[src/rtl/rvc_packer.sv]
// rvc_packer: re-encodes RV32I instructions as RVC parcels where an exact equivalent
// exists and packs parcels little-endian into 32-bit words. RVC_PACK_CTRL_EN adds JAL/JALR/BEQ/BNE.
module rvc_packer #(
    parameter int CTRL_CNT_W = 16
) (
    input  logic                  clk_i,
    input  logic                  rst_i,
    input  logic                  in_valid_i,
    output logic                  in_ready_o,
    input  logic [31:0]           in_instr_i,
    input  logic                  flush_i,
    output logic                  out_valid_o,
    input  logic                  out_ready_i,
    output logic [31:0]           out_word_o,
    output logic                  illegal_o,
    output logic                  idle_o,
    output logic [CTRL_CNT_W-1:0] cmp_cnt_o
);

    logic [15:0]           pend_q;
    logic                  pend_v;
    logic [31:0]           out_q;
    logic                  out_v;
    logic                  illegal_q;
    logic [CTRL_CNT_W-1:0] cnt_q;

    logic        slot_free, accept, legal, is_c;
    logic [15:0] c_enc;

    assign slot_free  = !out_v || out_ready_i;
    assign in_ready_o = slot_free && !flush_i;
    assign accept     = in_valid_i && in_ready_o;
    assign legal      = (in_instr_i[1:0] == 2'b11);

    logic [6:0]  opc, f7;
    logic [4:0]  rd, rs1, rs2;
    logic [2:0]  f3;
    logic [11:0] imm_i, imm_s;
    logic        is_addi, is_add, is_lw, is_sw, imm6_ok;
    logic        rd_c, rs1_c, rs2_c, lw_sp_ok, sw_sp_ok, lw_c_ok, sw_c_ok;

    assign opc   = in_instr_i[6:0];
    assign rd    = in_instr_i[11:7];
    assign f3    = in_instr_i[14:12];
    assign rs1   = in_instr_i[19:15];
    assign rs2   = in_instr_i[24:20];
    assign f7    = in_instr_i[31:25];
    assign imm_i = in_instr_i[31:20];
    assign imm_s = {in_instr_i[31:25], in_instr_i[11:7]};

    assign is_addi = (opc == 7'h13) && (f3 == 3'b000);
    assign is_add  = (opc == 7'h33) && (f3 == 3'b000) && (f7 == 7'h00);
    assign is_lw   = (opc == 7'h03) && (f3 == 3'b010);
    assign is_sw   = (opc == 7'h23) && (f3 == 3'b010);
    assign imm6_ok = (imm_i[11:5] == 7'h00) || (imm_i[11:5] == 7'h7f);

    // x8..x15 are the only registers reachable through the 3-bit RVC fields
    assign rd_c  = (rd[4:3] == 2'b01);
    assign rs1_c = (rs1[4:3] == 2'b01);
    assign rs2_c = (rs2[4:3] == 2'b01);

    assign lw_sp_ok = (imm_i[11:8] == 4'h0) && (imm_i[1:0] == 2'b00);
    assign sw_sp_ok = (imm_s[11:8] == 4'h0) && (imm_s[1:0] == 2'b00);
    assign lw_c_ok  = (imm_i[11:7] == 5'h00) && (imm_i[1:0] == 2'b00);
    assign sw_c_ok  = (imm_s[11:7] == 5'h00) && (imm_s[1:0] == 2'b00);

`ifdef RVC_PACK_CTRL_EN
    logic [20:1] j_imm;
    logic [12:1] b_imm;
    logic        j_ok, b_ok;

    assign j_imm = {in_instr_i[31], in_instr_i[19:12], in_instr_i[20], in_instr_i[30:21]};
    assign b_imm = {in_instr_i[31], in_instr_i[7], in_instr_i[30:25], in_instr_i[11:8]};
    assign j_ok  = (j_imm[20:11] == 10'h000) || (j_imm[20:11] == 10'h3ff);
    assign b_ok  = (b_imm[12:8] == 5'h00) || (b_imm[12:8] == 5'h1f);
`endif

    always_comb begin
        is_c  = 1'b0;
        c_enc = 16'h0000;
        if (in_instr_i == 32'h0010_0073) begin
            is_c  = 1'b1;
            c_enc = 16'h9002;
        end else if (is_addi && rd == 5'd0 && rs1 == 5'd0 && imm_i == 12'h000) begin
            is_c  = 1'b1;
            c_enc = 16'h0001;
        end else if (is_addi && rd != 5'd0 && rs1 == 5'd0 && imm6_ok) begin
            is_c  = 1'b1;
            c_enc = {3'b010, imm_i[5], rd, imm_i[4:0], 2'b01};
        end else if (is_addi && rd != 5'd0 && rs1 == rd && imm_i != 12'h000 && imm6_ok) begin
            is_c  = 1'b1;
            c_enc = {3'b000, imm_i[5], rd, imm_i[4:0], 2'b01};
        end else if (is_add && rd != 5'd0 && rs1 == 5'd0 && rs2 != 5'd0) begin
            is_c  = 1'b1;
            c_enc = {4'b1000, rd, rs2, 2'b10};
        end else if (is_add && rd != 5'd0 && rs1 == rd && rs2 != 5'd0) begin
            is_c  = 1'b1;
            c_enc = {4'b1001, rd, rs2, 2'b10};
        end else if (is_lw && rd != 5'd0 && rs1 == 5'd2 && lw_sp_ok) begin
            is_c  = 1'b1;
            c_enc = {3'b010, imm_i[5], rd, imm_i[4:2], imm_i[7:6], 2'b10};
        end else if (is_sw && rs1 == 5'd2 && sw_sp_ok) begin
            is_c  = 1'b1;
            c_enc = {3'b110, imm_s[5:2], imm_s[7:6], rs2, 2'b10};
        end else if (is_lw && rd_c && rs1_c && lw_c_ok) begin
            is_c  = 1'b1;
            c_enc = {3'b010, imm_i[5:3], rs1[2:0], imm_i[2], imm_i[6], rd[2:0], 2'b00};
        end else if (is_sw && rs2_c && rs1_c && sw_c_ok) begin
            is_c  = 1'b1;
            c_enc = {3'b110, imm_s[5:3], rs1[2:0], imm_s[2], imm_s[6], rs2[2:0], 2'b00};
`ifdef RVC_PACK_CTRL_EN
        end else if (opc == 7'h6f && rd[4:1] == 4'h0 && j_ok) begin
            is_c  = 1'b1;
            c_enc = {~rd[0], 2'b01, j_imm[11], j_imm[4], j_imm[9:8], j_imm[10], j_imm[6],
                     j_imm[7], j_imm[3:1], j_imm[5], 2'b01};
        end else if (opc == 7'h67 && f3 == 3'b000 && imm_i == 12'h000 && rd[4:1] == 4'h0
                     && rs1 != 5'd0) begin
            is_c  = 1'b1;
            c_enc = {3'b100, rd[0], rs1, 5'd0, 2'b10};
        end else if (opc == 7'h63 && f3[2:1] == 2'b00 && rs2 == 5'd0 && rs1_c && b_ok) begin
            is_c  = 1'b1;
            c_enc = {2'b11, f3[0], b_imm[8], b_imm[4:3], rs1[2:0], b_imm[7:6], b_imm[2:1],
                     b_imm[5], 2'b01};
`endif
        end
    end

    always_ff @(posedge clk_i) begin
        if (rst_i) begin
            pend_q    <= '0;
            pend_v    <= 1'b0;
            out_q     <= '0;
            out_v     <= 1'b0;
            illegal_q <= 1'b0;
            cnt_q     <= '0;
        end else begin
            illegal_q <= accept && !legal;
            if (out_ready_i) out_v <= 1'b0;
            if (accept && legal) begin
                if (is_c) cnt_q <= cnt_q + CTRL_CNT_W'(1);
                if (!pend_v) begin
                    if (is_c) begin
                        pend_q <= c_enc;
                        pend_v <= 1'b1;
                    end else begin
                        out_q <= in_instr_i;
                        out_v <= 1'b1;
                    end
                end else if (is_c) begin
                    out_q  <= {c_enc, pend_q};
                    out_v  <= 1'b1;
                    pend_v <= 1'b0;
                end else begin
                    // 32-bit instruction straddles the word boundary; upper half stays pending
                    out_q  <= {in_instr_i[15:0], pend_q};
                    out_v  <= 1'b1;
                    pend_q <= in_instr_i[31:16];
                end
            end else if (flush_i && pend_v && slot_free) begin
                out_q  <= {16'h0001, pend_q};
                out_v  <= 1'b1;
                pend_v <= 1'b0;
            end
        end
    end

    assign out_valid_o = out_v;
    assign out_word_o  = out_q;
    assign illegal_o   = illegal_q;
    assign idle_o      = !pend_v && !out_v;
    assign cmp_cnt_o   = cnt_q;

endmodule

[config.mk]
export PLATFORM = sky130hd
export DESIGN_NAME = rvc_packer
export DESIGN_NICKNAME = d
export VERILOG_FILES = /design/src/rtl/rvc_packer.sv
export SDC_FILE = /design/constraint.sdc
export NUM_CORES = 1
export LEC_CHECK = 0
export ABC_CLOCK_PERIOD_IN_PS = 8400
export BUFFER_PORTS_ARGS = -buffer_cell sky130_fd_sc_hd__buf_2
export CAP_MARGIN = 10
export CORE_ASPECT_RATIO = 0.5
export CORE_MARGIN = 5
export CORE_UTILIZATION = 56
export CTS_BUF_LIST = sky130_fd_sc_hd__clkbuf_2 sky130_fd_sc_hd__clkbuf_4 sky130_fd_sc_hd__clkbuf_8
export DETAILED_ROUTE_END_ITERATION = 8
export GPL_TIMING_DRIVEN = 0
export PLACE_DENSITY = 0.82
export SYNTH_ARGS = -nofsm -noshare
export SYNTH_HDL_FRONTEND = slang
export SYNTH_SLANG_ARGS = --single-unit
[constraint.sdc]
create_clock -name clk_i -period 8.4 [get_ports clk_i]
set_clock_uncertainty 0.05 [all_clocks]
set_input_delay 0 -clock clk_i [delete_from_list [all_inputs] [get_ports clk_i]]
set_output_delay 0 -clock clk_i [all_outputs]
set_load 0.05 [all_outputs]
==> flow_metrics.py <==
metrics = {
    "layout": {
        "fin_nets": 648,
        "multiInputGateArea_um2": 2380,
        "syn_to_final_growth_pct": 26.4,
        "fill_cells": 555,
        "final_util": 0.734,
        "regArea_um2": 1340,
        "drive_above_1_share": 0.192,
    },
    "route": {
        "ant_nets": 0,
        "drc": 0,
        "wire_per_inst_um": 21.0,
        "routed_wl_um": 14900,
        "dr.pass1.iters": 5,
        "drt_iter0_drc": 613,
        "vias": 4612,
        "viasPerCell": 6.51,
    },
    "cts": {
        "cts_tree": "yes",
        "numCtsBuffers": 9,
        "clock-sinks": 67,
        "clock_latency_ps": 360,
        "cts.path.max_buffers": 2,
        "cts_root_buffer": "clkbuf_8",
        "post_cts_buffers": 0,
        "clk_pin_slew_worst_paths_ps": 80,
        "htree_levels": 3,
    },
    "setup_path": {
        "path_class": "input port to register",
        "reg2reg_depth": 11,
        "cp-endpoint": "out_word_o[23]",
        "r2r_start": "pend_v",
        "reg2reg_to": "out_word_o[23]",
        "critPathLaunchType": "input port",
        "worstPathRequired_ps": 8660,
        "cp_max_fo": 10,
        "cp-startpoint": "in_instr_i[12]",
        "worstPathArrival_ps": 5580,
        "reg2reg_slack_ps": 4300,
        "end_kind": "register",
    },
    "global_routing": {
        "grt_pass1_vias": 4330,
        "overflow": 0,
        "grtUsageTotal": 0.333,
        "grt_first_pass_wirelength_um": 23100,
        "grt_max_degree": 13,
        "antenna_found_initial": 1,
    },
    "power": {
        "switchingPower_mw": 0.203,
        "vdd_drop_max_v": 0.000114,
        "power_density_nw_per_um2": 146,
        "p_sw_frac": 0.282,
        "seq_power_share": 0.450,
        "totalPowerFinal_mw": 0.721,
        "comb_power_share": 0.129,
        "p_leak_nw": 1.78,
        "clkPwrFrac": 0.421,
        "p_int_mw": 0.517,
    },
    "synthesis": {
        "synth_area_leaders": "dfxtp_1 (34%), nor2_1 (6.0%), o21ai_0 (5.8%)",
        "synthArstFlopShare": 0,
        "synth.distinct_cells": 62,
        "syn-cell-area_um2": 3900,
        "synth_edf_count": 0,
        "yosys.area.top_type_share": 0.344,
        "yosysMostFrequentCell": "dfxtp_1",
        "synth-seq-area-share": 0.344,
        "netlist_instances": 489,
        "avgSynthCellArea_um2": 7.98,
        "synth_common_cells": "dfxtp_1 (67), nor2_1 (62), nand2_1 (45), o21ai_0 (45), clkbuf_1 (35)",
        "ys.flop_type": "dfxtp_1",
        "syn_nets": 528,
        "synth_top_cell_by_area": "dfxtp_1",
        "yosys_warnings": 0,
        "ys_ff_latch": 67,
    },
    "timing": {
        "fin_ws_ps": 3080,
        "rsz0062_at_grt": "no",
        "worst_slew_pin_slew_ps": 1040,
        "fmax_ghz": 0.188,
        "slew_viol_final": 0,
        "holdWs_ps": 20.1,
        "setup-tns-final_ps": 0,
        "layout_min_cycle_time_ps": 5320,
        "setup_viol": 0,
        "slew_headroom": 0.300,
        "finalCritPeriodShare": 0.634,
        "finalHoldViolCount": 0,
    },
    "floorplanning": {
        "placementRows": 21,
        "start_util": 0.580,
        "die_w_um": 128,
        "core_um2": 6730,
        "dieHeight_um": 69.0,
        "io_pins": 89,
        "die-area_um2": 8840,
    },
    "place": {
        "dp_hpwl_um": 10800,
        "io_buffers": 80,
        "gp_congestion": 0.974,
        "pre_cts_slack_ps": 4040,
    },
    "flow_run": {
        "cap_violations": 0,
    },
    "status": {
        "outcome": "complete, no violations",
    },
    "hold_path": {
        "hold_path_class": "input port to register",
    },
}
## power by group through the flow
stage	Combinational (mW)	Clock, mW	Sequential [mW]
2_1_floorplan	0.0301	0	0.349
3_3_place_gp	0.0789	0	0.332
3_5_place_dp	0.0792	0	0.332
4_1_cts	0.0892	0.300	0.324
5_1_grt	0.0971	0.317	0.325
6_report	0.0927	0.304	0.324
## cell type report
| class | instances | area share |
|---|---|---|
| Multi-Input combinational cell | 376 | 0.483 |
| Sequential cell | 67 | 0.272 |
| Timing Repair Buffer | 109 | 0.140 |
| Buffer | 39 | 0.0322 |
| Clock buffer | 9 | 0.0251 |
| Tap cell | 92 | 0.0233 |
| Clock inverter | 7 | 0.0185 |
| Inverter | 7 | 0.00532 |
| Antenna cell | 2 | 0.00101 |
## critical path, cell delays in order
cell	delay, ps
dlygate4sd3_1	530
buf_2	160
nor4_2	630
nand4_1	600
o221a_2	530
and2_1	180
inv_1	250
ha_1	200
clkbuf_1	250
o22ai_1	320
nor2_1	520
clkbuf_1	520
a22oi_1	170
o21ai_0	120
dlygate4sd3_1	570
## cell usage in the layout (no fill, tap or decap), drive strengths merged, types with 3 or more instances in the layout
cell | netlist | layout
buf | 4 | 84
dfxtp | 67 | 67
nor2 | 62 | 62
nand2 | 45 | 45
o21ai | 45 | 45
clkbuf | 35 | 44
dlygate4sd3 | 0 | 29
a21oi | 25 | 25
xnor2 | 16 | 16
a211oi | 15 | 15
a22oi | 14 | 14
a311oi | 14 | 14
nand3 | 13 | 13
o41ai | 8 | 8
a2111oi | 8 | 8
nor4 | 8 | 8
nor3 | 7 | 7
and4 | 7 | 7
nand3b | 7 | 7
inv | 6 | 7
nor2b | 6 | 6
a21o | 6 | 6
nand4 | 5 | 5
and2 | 5 | 5
a221o | 4 | 4
a221oi | 4 | 4
clkinv | 1 | 4
nand2b | 3 | 3
or4 | 3 | 3
and4b | 3 | 3
o211ai | 3 | 3
nand4b | 3 | 3
o22ai | 3 | 3
## cells by family (layout without fill, tap and decap cells)
logic type,after synthesis,in the layout,synth area share
multiplexers,4,4,0.0109
flip-flops,67,67,0.344
adder cells (fa/ha/maj),2,2,0.00641
AND/OR/NAND/NOR,185,185,0.243
buffers and inverters,46,171,0.0474
XOR/XNOR,18,18,0.0404
AO/OA/AOI/OAI,167,167,0.308
other,0,2,0
## how the worst min path moves through the flow
stage	start	endpoint	slack (ps)	depth (start not counted)
2_1_floorplan	in_instr_i[17]	out_word_o[17]	80	2
3_3_place_gp	in_valid_i	illegal_o	230	3
4_1_cts	in_instr_i[10]	out_word_o[10]	20	3
5_1_grt	in_instr_i[11]	out_word_o[11]	40	3
6_report	in_instr_i[11]	out_word_o[11]	20	3
3_5_place_dp	in_valid_i	illegal_o	230	3
## through the flow
step,cell area (um^2),std cells
after CTS,4930,706
after floorplan,3900,489
final,4940,708
after global placement,4420,661
after detailed placement,4430,661
after global routing,4930,707
## layer usage
| metal | vias up | part of all wire | global-route usage |
|---|---|---|---|
| met1 | 2166 | 0.41 | 0.440 |
| met4 | 0 | 0.017 | 0.102 |
| met3 | 27 | 0.14 | 0.147 |
| met5 | - | 0 | 0 |
| met2 | 337 | 0.43 | 0.489 |
| li1 | 2082 | - | - |
## sequential cells by signal, summed over array words and instances (netlist names)
| signal | count |
|---|---|
| pend_q | 16 |
| out_valid_o | 1 |
| cmp_cnt_o | 16 |
| pend_v | 1 |
| out_word_o | 32 |
| illegal_o | 1 |
## what timing repair did
item / in CTS / in global routing
hold endpoints to repair: 30 / 0
hold buffers: 29 / 0
resized for setup: 0 / 0
Power figures use the tool's default switching activity.
